==> src/rtl/arch_reg_dump_if.sv <==
// Beat stream from the architectural register dump engine to the debug/trace sink.
// Each accepted beat carries one {areg, preg, value} triple.
interface arch_reg_dump_if #(
  parameter int ARCH_REGS = 32,
  parameter int PREG_W    = 7,
  parameter int XLEN      = 32
) ();
  localparam int AREG_W = $clog2(ARCH_REGS);

  logic              out_valid;
  logic              out_ready;
  logic [AREG_W-1:0] out_areg;
  logic [PREG_W-1:0] out_preg;
  logic [XLEN-1:0]   out_data;
  logic              out_last;

  modport master (
    output out_valid, out_areg, out_preg, out_data, out_last,
    input  out_ready
  );

  modport slave (
    input  out_valid, out_areg, out_preg, out_data, out_last,
    output out_ready
  );
endinterface

==> src/rtl/arch_reg_dump_engine.sv <==
// Debug reader: freezes commit, walks the selected architectural registers through the
// rename map and PRF, and streams one {areg, preg, value} beat per selected register.
module arch_reg_dump_engine #(
  parameter int  ARCH_REGS = 32,
  parameter int  PREG_W    = 7,
  parameter int  XLEN      = 32,
  localparam int AREG_W    = $clog2(ARCH_REGS)
) (
  input  logic                 clk,
  input  logic                 reset,
  input  logic                 dump_start,
  input  logic [ARCH_REGS-1:0] dump_mask,
  input  logic                 dump_abort,
  output logic                 dump_busy,
  output logic                 dump_done,
  output logic                 freeze_req,
  input  logic                 freeze_ack,
  output logic [AREG_W-1:0]    map_raddr,
  input  logic [PREG_W-1:0]    map_rdata,
  output logic [PREG_W-1:0]    prf_raddr,
  input  logic [XLEN-1:0]      prf_rdata,
  arch_reg_dump_if.master      out
);

  typedef enum logic [2:0] {
    S_IDLE,
    S_FREEZE,
    S_READ,
    S_WAIT,
    S_SEND,
    S_DONE
  } state_t;

  state_t               state_q, state_d;
  logic [ARCH_REGS-1:0] mask_q, mask_d;
  logic [AREG_W-1:0]    idx_q, idx_d;
  logic [PREG_W-1:0]    preg_q, preg_d;
  logic [AREG_W-1:0]    oareg_q, oareg_d;
  logic [PREG_W-1:0]    opreg_q, opreg_d;
  logic [XLEN-1:0]      odata_q, odata_d;
  logic                 olast_q, olast_d;

  // Lowest set bit of m at or above index 'from'; 0 when there is none.
  function automatic logic [AREG_W-1:0] first_set(input logic [ARCH_REGS-1:0] m,
                                                  input int from);
    first_set = '0;
    for (int i = ARCH_REGS - 1; i >= 0; i--) begin
      if (m[i] && (i >= from)) first_set = AREG_W'(i);
    end
  endfunction

  function automatic logic any_above(input logic [ARCH_REGS-1:0] m, input int from);
    any_above = 1'b0;
    for (int i = 0; i < ARCH_REGS; i++) begin
      if (m[i] && (i > from)) any_above = 1'b1;
    end
  endfunction

  always_comb begin
    state_d = state_q;
    mask_d  = mask_q;
    idx_d   = idx_q;
    preg_d  = preg_q;
    oareg_d = oareg_q;
    opreg_d = opreg_q;
    odata_d = odata_q;
    olast_d = olast_q;

    unique case (state_q)
      S_IDLE: begin
        if (dump_start) begin
          mask_d  = dump_mask;
          idx_d   = first_set(dump_mask, 0);
          state_d = S_FREEZE;
        end
      end
      S_FREEZE: begin
        if (freeze_ack) state_d = (mask_q == '0) ? S_DONE : S_READ;
      end
      S_READ: begin
        preg_d  = map_rdata;
        state_d = S_WAIT;
      end
      S_WAIT: begin
        // x0 is hardwired zero, whatever its physical register holds.
        oareg_d = idx_q;
        opreg_d = preg_q;
        odata_d = (idx_q == '0) ? '0 : prf_rdata;
        olast_d = !any_above(mask_q, int'(idx_q));
        state_d = S_SEND;
      end
      S_SEND: begin
        if (out.out_ready) begin
          if (olast_q) begin
            state_d = S_DONE;
          end else begin
            idx_d   = first_set(mask_q, int'(idx_q) + 1);
            state_d = S_READ;
          end
        end
      end
      S_DONE:  state_d = S_IDLE;
      default: state_d = S_IDLE;
    endcase

    // Abort beats any in-flight handshake; the offered beat is dropped.
    if (dump_abort && (state_q != S_IDLE)) state_d = S_IDLE;
  end

  always_ff @(posedge clk) begin
    if (!reset) begin
      state_q <= S_IDLE;
      mask_q  <= '0;
      idx_q   <= '0;
      oareg_q <= '0;
      opreg_q <= '0;
      odata_q <= '0;
      olast_q <= 1'b0;
    end else begin
      state_q <= state_d;
      mask_q  <= mask_d;
      idx_q   <= idx_d;
      oareg_q <= oareg_d;
      opreg_q <= opreg_d;
      odata_q <= odata_d;
      olast_q <= olast_d;
    end
  end

  always_ff @(posedge clk) begin
    preg_q <= preg_d;
  end

  assign dump_busy  = (state_q != S_IDLE);
  assign dump_done  = (state_q == S_DONE);
  assign freeze_req = state_q inside {S_FREEZE, S_READ, S_WAIT, S_SEND};
  assign map_raddr  = (state_q == S_READ) ? idx_q : '0;
  assign prf_raddr  = (state_q == S_READ) ? map_rdata : '0;

  assign out.out_valid = (state_q == S_SEND);
  assign out.out_areg  = oareg_q;
  assign out.out_preg  = opreg_q;
  assign out.out_data  = odata_q;
  assign out.out_last  = olast_q;

endmodule

==> src/flat_wrapper.sv <==
// flat-port wrapper written by rule: the top's interface ports become plain ports
module arch_reg_dump_engine_flat 
#(
  parameter int  ARCH_REGS = 32,
  parameter int  PREG_W    = 7,
  parameter int  XLEN      = 32,
  localparam int AREG_W    = $clog2(ARCH_REGS)
)
  (clk, reset, dump_start, dump_mask, dump_abort, dump_busy, dump_done, freeze_req, freeze_ack, map_raddr, map_rdata, prf_raddr, prf_rdata, out_out_valid, out_out_areg, out_out_preg, out_out_data, out_out_last, out_out_ready);
  arch_reg_dump_if #(.ARCH_REGS(ARCH_REGS), .PREG_W(PREG_W), .XLEN(XLEN)) out_i ();
  input  logic clk;
  input  logic reset;
  input  logic dump_start;
  input  logic [ARCH_REGS-1:0] dump_mask;
  input  logic dump_abort;
  output logic dump_busy;
  output logic dump_done;
  output logic freeze_req;
  input  logic freeze_ack;
  output logic [AREG_W-1:0] map_raddr;
  input  logic [PREG_W-1:0] map_rdata;
  output logic [PREG_W-1:0] prf_raddr;
  input  logic [XLEN-1:0] prf_rdata;
  output wire logic [$bits(out_i.out_valid)-1:0] out_out_valid;
  output wire logic [$bits(out_i.out_areg)-1:0] out_out_areg;
  output wire logic [$bits(out_i.out_preg)-1:0] out_out_preg;
  output wire logic [$bits(out_i.out_data)-1:0] out_out_data;
  output wire logic [$bits(out_i.out_last)-1:0] out_out_last;
  input wire logic [$bits(out_i.out_ready)-1:0] out_out_ready;
  assign out_out_valid = out_i.out_valid;
  assign out_out_areg = out_i.out_areg;
  assign out_out_preg = out_i.out_preg;
  assign out_out_data = out_i.out_data;
  assign out_out_last = out_i.out_last;
  assign out_i.out_ready = out_out_ready;
  arch_reg_dump_engine #(.ARCH_REGS(ARCH_REGS), .PREG_W(PREG_W), .XLEN(XLEN)) u_core (.clk(clk), .reset(reset), .dump_start(dump_start), .dump_mask(dump_mask), .dump_abort(dump_abort), .dump_busy(dump_busy), .dump_done(dump_done), .freeze_req(freeze_req), .freeze_ack(freeze_ack), .map_raddr(map_raddr), .map_rdata(map_rdata), .prf_raddr(prf_raddr), .prf_rdata(prf_rdata), .out(out_i));
endmodule
==> config.mk <==
export PLATFORM = sky130hd
export DESIGN_NAME = arch_reg_dump_engine_flat
export DESIGN_NICKNAME = d
export VERILOG_FILES = /design/src/rtl/arch_reg_dump_if.sv /design/src/rtl/arch_reg_dump_engine.sv /design/src/flat_wrapper.sv
export SDC_FILE = /design/constraint.sdc
export NUM_CORES = 1
export LEC_CHECK = 0
export CAP_MARGIN = 40
export CORE_ASPECT_RATIO = 0.9
export CORE_MARGIN = 1.5
export CORE_UTILIZATION = 41
export DETAILED_ROUTE_END_ITERATION = 6
export HOLD_SLACK_MARGIN = 0.1
export PLACE_DENSITY = 0.68
export SLEW_MARGIN = 5
export SYNTH_ARGS = -nofsm -noshare
export SYNTH_HDL_FRONTEND = slang
export SYNTH_SLANG_ARGS = --single-unit
==> constraint.sdc <==
create_clock -name clk -period 3.7 [get_ports clk]
set_input_delay 0.37 -clock clk [delete_from_list [all_inputs] [get_ports clk]]
set_output_delay 0.37 -clock clk [all_outputs]
set_load 0.1 [all_outputs]
==> key figures, run 1 <==
Outcome
  – Outcome: finished, final reports clean

Timing
  – Max_slew headroom: 0.522
  – Max Clk Rate: 0.317 GHz
  – Final setup violation count: 0
  – Final period util: 0.854
  – RSZ-0062 raised after global routing: no
  – Worst Tran Pin Value: 716 ps
  – Min Hold Slack: 385 ps
  – Final Max Slew Viols: 0
  – Setup_tns: 0 ps
  – Minimum clock period: 3160 ps
  – Final Hold Fails: 0
  – Fin Clk Skew: 12.0 ps

Layout
  – Post-layout nets: 972
  – Commonest non-fill, non-tap cell in the layout: nand2_1
  – Antenna cells: 0
  – Post-layout util: 0.625
  – Fillers: 1107
  – Area of the multi-input gates: 3400 sq um
  – Storage cell area: 1910 sq um
  – Commonest cells after routing, fill and taps aside: nand2_1 (127), clkdlybuf4s50_1 (120), dfxtp_1 (85), a21boi_0 (48), nor2_1 (45)
  – Layout cells sized above 1: 0.121
  – Syn-to-layout area delta: 48.9%

Routing
  – Drt pass-1 iters: 7
  – Drt drc: 0
  – Initial drt markers: 633
  – DRT Wirelength: 21400 um
  – Antenna viol nets, final: 0
  – Via count: 6297
  – Drt wl/cell: 20.1 um
  – Via/cell ratio: 5.92

Synth
  – Asr flop ratio synth: 0
  – Synth Instances: 731
  – Sequential fraction of the synthesis area: 0.342
  – Top FF cell, synth: dfxtp_1
  – Yosys reg bits: 92
  – Number of synthesized flops with an enable pin: 7
  – Syn Std Cell Area: 5590 sq um
  – Netlist cell types: 73
  – Yosys warning total: 0
  – Syn Area/Cell: 7.64 sq um
  – Synth Net Count: 813

Setup path
  – WS Path Type: reg2reg
  – Crit path launch type: flip-flop
  – Critical Path End Type: flip-flop
  – Critical-path cell list: buf_4, inv_1, ha_1, nor2b_1, o31ai_1, and4_1, a21oi_1, nand3_1, nor2_1, a21oi_1, o31ai_1
  – Worst path max stage delay: 510 ps
  – Required @ worst endpoint: 3920 ps
  – Crit-path max FO: 18
  – Critical path's slowest cell: nor2b_1
  – R2R depth: 11
  – WP data arrival: 3380 ps
  – R2R setup slack: 540 ps

Floorplan
  – Initial core utilization: 0.420
  – I/O Pins: 138
  – Die height: 114 um
  – Die Span X: 126 um
  – # rows: 40
  – Placeable Area: 13300 sq um
  – Die area: 14300 sq um

Pwr
  – Cell Pwr Density: 342 nW/um^2
  – Maximum vdd drop: 0.000249 V
  – Lkg Pwr: 3.06 nW
  – Tot Pwr: 2.84 mW

CTS
  – CTS buffer count: 9
  – Worst skew pair latency: 360 ps
  – Cell chosen for the clock root: clkbuf_16
  – CTS tree: built
  – H-tree Lvls: 3
  – Postcts setup bufs: 0
  – Clk sinks: 92
  – Clk buf depth: 2
  – CTS resizes: 0
  – Clock slew at reported path FFs: 70 ps
  – Hold buffers post-CTS: 0

Global route
  – GRT overflow: 0
  – GRT Total Usage: 0.296
  – Global-route wire length before repair: 32900 um
  – Largest net degree at the start of global routing: 84
  – Initial antenna violation count: 0
  – Vias in the first global route: 5966
  – M1 GR Usage: 0.408
  – Global route hottest layer: met2
  – GR Util met3: 0.0469
  – Met2 Usage GRT: 0.478

Placed design
  – HPWL Detailed: 16000 um
  – Port buffer count: 137
  – GP Congestion: 1.05

Min path
  – Hold-critical path depth: 3
  – Worst hold path class: in2reg

Run
  – Number of max-cap violations: 0
## routing by layer
layer	wire, um	vias up
li1	-	2957
met1	9400	3019
met2	10000	291
met3	1580	30
met4	434	0
met5	0	-
## path summary, 6_finish.rpt
check / endpoint / startpoint
max: u_core.idx_q[3] / u_core.idx_q[0]
min: u_core.idx_q[1] / reset
max reg2reg: u_core.idx_q[3] / u_core.idx_q[0]
min reg2reg: u_core.out.out_areg[4] / u_core.out.out_areg[4]
## cell type report
class / count / area share
clock inverters: 6 / 0.0113
clock buffers: 10 / 0.0275
inverters: 26 / 0.0117
multi-input cells: 566 / 0.408
repair buffers: 195 / 0.286
flip-flops and latches: 92 / 0.230
well taps: 168 / 0.0253
## registers in the layout, indices dropped and copies added (netlist names)
| name | count |
|---|---|
| u_core.idx_q | 5 |
| u_core.mask_q | 32 |
| u_core.out.out_areg | 5 |
| u_core.out.out_data | 32 |
| u_core.out.out_last | 1 |
| u_core.out.out_preg | 7 |
| u_core.preg_q | 7 |
| u_core.state_q | 3 |
## per-stage QoR
step / setup WS, ps / std cells / area, sq um
floorplan: 779 / 731 / 5610
global placement: 572 / 1001 / 7130
detailed placement: 608 / 1047 / 8000
CTS: 588 / 1063 / 8320
global route: 388 / 1063 / 8320
finish: 540 / 1063 / 8320
## cell families after synthesis
family                     synth area share
AOI/OAI and AO/OA                     0.305
and+or+nand+nor                       0.266
adders and majority gates            0.0130
xor gates and xnor gates             0.0110
muxes                               0.00761
DFF                                   0.342
buffers and inverters                0.0558
## Yosys cell counts, types with 12 or more instances
library cell	count	share of area
a21oi_1	41	0.037
buf_2	12	0.011
nand3_1	18	0.016
and2_1	12	0.013
dfxtp_1	85	0.30
a21boi_0	48	0.064
nor2b_1	43	0.048
nor4_1	18	0.020
a22oi_1	36	0.048
nor3_1	14	0.013
nand2_1	127	0.085
inv_1	25	0.017
o21ai_0	40	0.036
nor2_1	45	0.030
clkbuf_1	29	0.019
## power breakdown
group          switching (mW)  leakage (nW)  internal [mW]  total, mW
registers              0.0712         0.754           1.04       1.11
logic                   0.423          2.15          0.275      0.698
clock network           0.432         0.159          0.602       1.03
## worst max-delay path: cells and delay by family (launching register included)
| family | cells | cell delay, ps |
|---|---|---|
| AO/OA/AOI/OAI | 4 | 850 |
| AND/OR/NAND/NOR | 4 | 1110 |
| flip-flops | 1 | 320 |
| buffers and inverters | 2 | 470 |
| adder cells (fa/ha/maj) | 1 | 280 |
No activity file was read; power rests on OpenSTA's default activity.
==> run 2, diff against run 1 <==
--- a/config.mk
+++ b/config.mk
@@ -5,13 +5,14 @@
 export SDC_FILE = /design/constraint.sdc
 export NUM_CORES = 1
 export LEC_CHECK = 0
+export ABC_AREA = 1
 export CAP_MARGIN = 40
 export CORE_ASPECT_RATIO = 0.9
 export CORE_MARGIN = 1.5
 export CORE_UTILIZATION = 41
 export DETAILED_ROUTE_END_ITERATION = 6
 export HOLD_SLACK_MARGIN = 0.1
-export PLACE_DENSITY = 0.68
+export PLACE_DENSITY = 0.69
 export SLEW_MARGIN = 5
 export SYNTH_ARGS = -nofsm -noshare
 export SYNTH_HDL_FRONTEND = slang
==> run 2 against run 1 <==
  * Total power is 51% higher
  * Wire length down 7.6%
  * First-iteration DRC count decreased by 20%
  * Critical endpoint is now u_core.idx_q[4]
  * Largest power group is now combinational logic
==> key figures, run 2 <==
Synth
  – Commonest cells in the netlist: nor2_1 (135), nand2_1 (118), inv_1 (110), a21oi_1 (93), o21ai_0 (93)
  – Post-synth top area cell: dfxtp_1
  – Syn Area/Cell: 6.52 sq um (-15%)
  – Top FF cell, synth: dfxtp_1
  – Synth Instances: 805 (+10%)
  – Dominant cells by area after synthesis: dfxtp_1 (32%), nor2_1 (9.7%), a21oi_1 (8.9%), o21ai_0 (8.9%), nand2_1 (8.4%)
  – Sequential fraction of the synthesis area: 0.364 (+0.0222)
  – Number of synthesized flops with an enable pin: 7 (unchanged)
  – Netlist cell types: 42 (-42%)
  – Asr flop ratio synth: 0 (unchanged)
  – Syn Std Cell Area: 5250 sq um (-6.1%)
  – Count leader, synth: nor2_1
  – Yosys warning total: 0 (unchanged)
  – Synth Net Count: 887 (+9.1%)
  – Yosys reg bits: 92 (unchanged)
  – Yosys top cell area share: 0.324 (+0.0197)

Setup path
  – WS Path Type: reg2reg
  – Crit path launch type: flip-flop
  – Crit-path max FO: 14 (-4)
  – WP data arrival: 3590 ps (+210 ps)
  – Critical Path End Type: flip-flop
  – Required @ worst endpoint: 3960 ps (+40 ps)

CTS
  – Postcts setup bufs: 0 (unchanged)
  – Clk buf depth: 2 (unchanged)
  – Clk sinks: 92 (unchanged)
  – H-tree Lvls: 3 (unchanged)
  – CTS tree: built
  – CTS resizes: 0 (unchanged)
  – Cell chosen for the clock root: clkbuf_16
  – Worst skew pair latency: 350 ps (about the same)
  – Clock slew at reported path FFs: 60 ps (about the same)
  – CTS buffer count: 9 (unchanged)
  – Hold buffers post-CTS: 0 (unchanged)

Layout
  – Post-layout util: 0.634 (+0.00947)
  – Commonest non-fill, non-tap cell in the layout: nor2_1
  – Post-layout nets: 1059 (+9.0%)
  – Antenna cells: 0 (unchanged)
  – Fillers: 1099 (-0.72%)
  – Commonest cells after routing, fill and taps aside: nor2_1 (134), clkdlybuf4s50_1 (122), nand2_1 (118), inv_1 (110)
  – Layout cells sized above 1: 0.122 (+0.00165)
  – Syn-to-layout area delta: 52.2%

Timing
  – Final setup violation count: 0 (unchanged)
  – RSZ-0062 raised after global routing: no
  – Final Max Slew Viols: 0 (unchanged)
  – Final period util: 0.901 (+0.0475)
  – Max Clk Rate: 0.300 GHz (-5.3%)
  – Final Hold Fails: 0 (unchanged)
  – Minimum clock period: 3340 ps (+176 ps)
  – Max_slew headroom: 0.420 (-0.102)
  – Setup_tns: 0 ps (unchanged)
  – Fin Clk Skew: 8.65 ps (-3.36 ps)
  – Worst Tran Pin Value: 869 ps (+152 ps)

Outcome
  – Outcome: finished, final reports clean

Global route
  – Met2 Usage GRT: 0.458 (-0.0199)
  – GR Util met3: 0.0617 (+0.0148)
  – Vias in the first global route: 5759 (-3.5%)
  – GRT overflow: 0 (unchanged)
  – Global route hottest layer: met2
  – Largest net degree at the start of global routing: 64 (-24%)
  – Global-route wire length before repair: 30200 um (-8.0%)
  – GRT Total Usage: 0.297 (+0.000799)
  – M1 GR Usage: 0.407 (-0.000526)
  – Initial antenna violation count: 0 (unchanged)

Floorplan
  – Die Span X: 122 um (-3.0%)
  – Die height: 110 um (-3.0%)
  – I/O Pins: 138 (unchanged)
  – Die area: 13500 sq um (-5.9%)
  – # rows: 39 (-2.5%)
  – Initial core utilization: 0.417 (-0.00292)
  – Placeable Area: 12600 sq um (-5.4%)

Placed design
  – HPWL Detailed: 15300 um (-4.3%)
  – Port buffer count: 137 (unchanged)
  – GP Congestion: 0.992 (-5.7%)

Routing
  – Drt drc: 0 (unchanged)
  – Antenna viol nets, final: 0 (unchanged)
  – Drt wl/cell: 17.3 um (-14%)
  – Drt pass-1 iters: 5 (-2)
  – DRT Wirelength: 19800 um (-7.6%)
  – Via/cell ratio: 5.25 (-11%)
  – Via count: 6011 (-4.5%)
  – Initial drt markers: 505 (-20%)

Min path
  – Worst hold path class: reg2reg

Pwr
  – Lkg Pwr: 3.46 nW (+13%)
  – Maximum vdd drop: 0.000349 V (+40%)
  – Cell Pwr Density: 537 nW/um^2 (+57%)

Run
  – Number of max-cap violations: 0 (unchanged)
==> run 2: cell types whose count changed after synthesis, moves of 9 or more <==
| cell | before | now |
|---|---|---|
| nor2_1 | 45 | 135 |
| inv_1 | 25 | 110 |
| o21ai_0 | 40 | 93 |
| a21oi_1 | 41 | 93 |
| a21boi_0 | 48 | 0 |
| nor2b_1 | 43 | 0 |
| a22oi_1 | 36 | 0 |
| and2_1 | 12 | 0 |
| buf_2 | 12 | 1 |
| nand2_1 | 127 | 118 |
| nor4_1 | 18 | 9 |
==> run 2: critical path: stages (launching register included) <==
cell and delay (ps):
dfxtp_2 380, ha_1 260, nand2_2 90, nor2_1 40
ha_1 410, inv_1 140, nand2_2 120, buf_4 190
nor2_1 50, inv_1 150, nor3_1 110, nor2_1 200
nand3_1 110, nor4_1 350, o311ai_0 350, a221oi_1 290
==> run 2: logic make-up (layout without fill, tap and decap cells) <==
kind of cell               Yosys count  in the layout  share of synthesized area
and+or+nand+nor                    334            334                      0.281
AOI/OAI and AO/OA                  221            221                      0.230
buffers and inverters              153            329                      0.113
DFF                                 92             92                      0.364
adders and majority gates            5              5                     0.0119
==> run 2: metrics by stage <==
stage / total power [mW] / setup slack, ps / instances / instance area, sq um / hold WS, ps
floorplan: 2.62 / 448 / 805 / 5250 / 444
global route: 4.52 / 14.0 / 1145 / 7990 / 511
CTS: 4.26 / 291 / 1145 / 7980 / 478
global placement: 3.19 / 385 / 1083 / 6720 / 454
detailed placement: 3.37 / 343 / 1130 / 7700 / 461
finish: 4.29 / 365 / 1145 / 7990 / 473
==> run 2: per-layer routing <==
metal / vias up / wire length [um]
li1: 3000 / -
met1: 2735 / 8800
met2: 226 / 9070
met3: 50 / 1260
met4: 0 / 658
met5: - / 0
==> run 2: path summary, 6_finish.rpt <==
kind                         start  cells past startpoint  slack (ps)                endpoint
setup / recovery   u_core.idx_q[0]                     15         360         u_core.idx_q[4]
hold / removal    u_core.preg_q[3]                      2         470  u_core.out.out_preg[3]
setup reg to reg   u_core.idx_q[0]                     15         360         u_core.idx_q[4]
hold reg to reg   u_core.preg_q[3]                      2         470  u_core.out.out_preg[3]
==> run 2: power breakdown <==
part,internal (mW),switching (mW)
clock,0.493,0.404
sequential,1.15,0.113
combinational,0.690,1.44
==> run 2: area by class of cell <==
cell class,instances,area [sq um],share of cell area
multi-input combinational,560,2740,0.343
timing repair buffer,194,2390,0.299
sequential,92,1920,0.240
inverter,120,452,0.0565
clock buffer,11,253,0.0316
tap,164,205,0.0257
clock inverter,4,32.5,0.00407
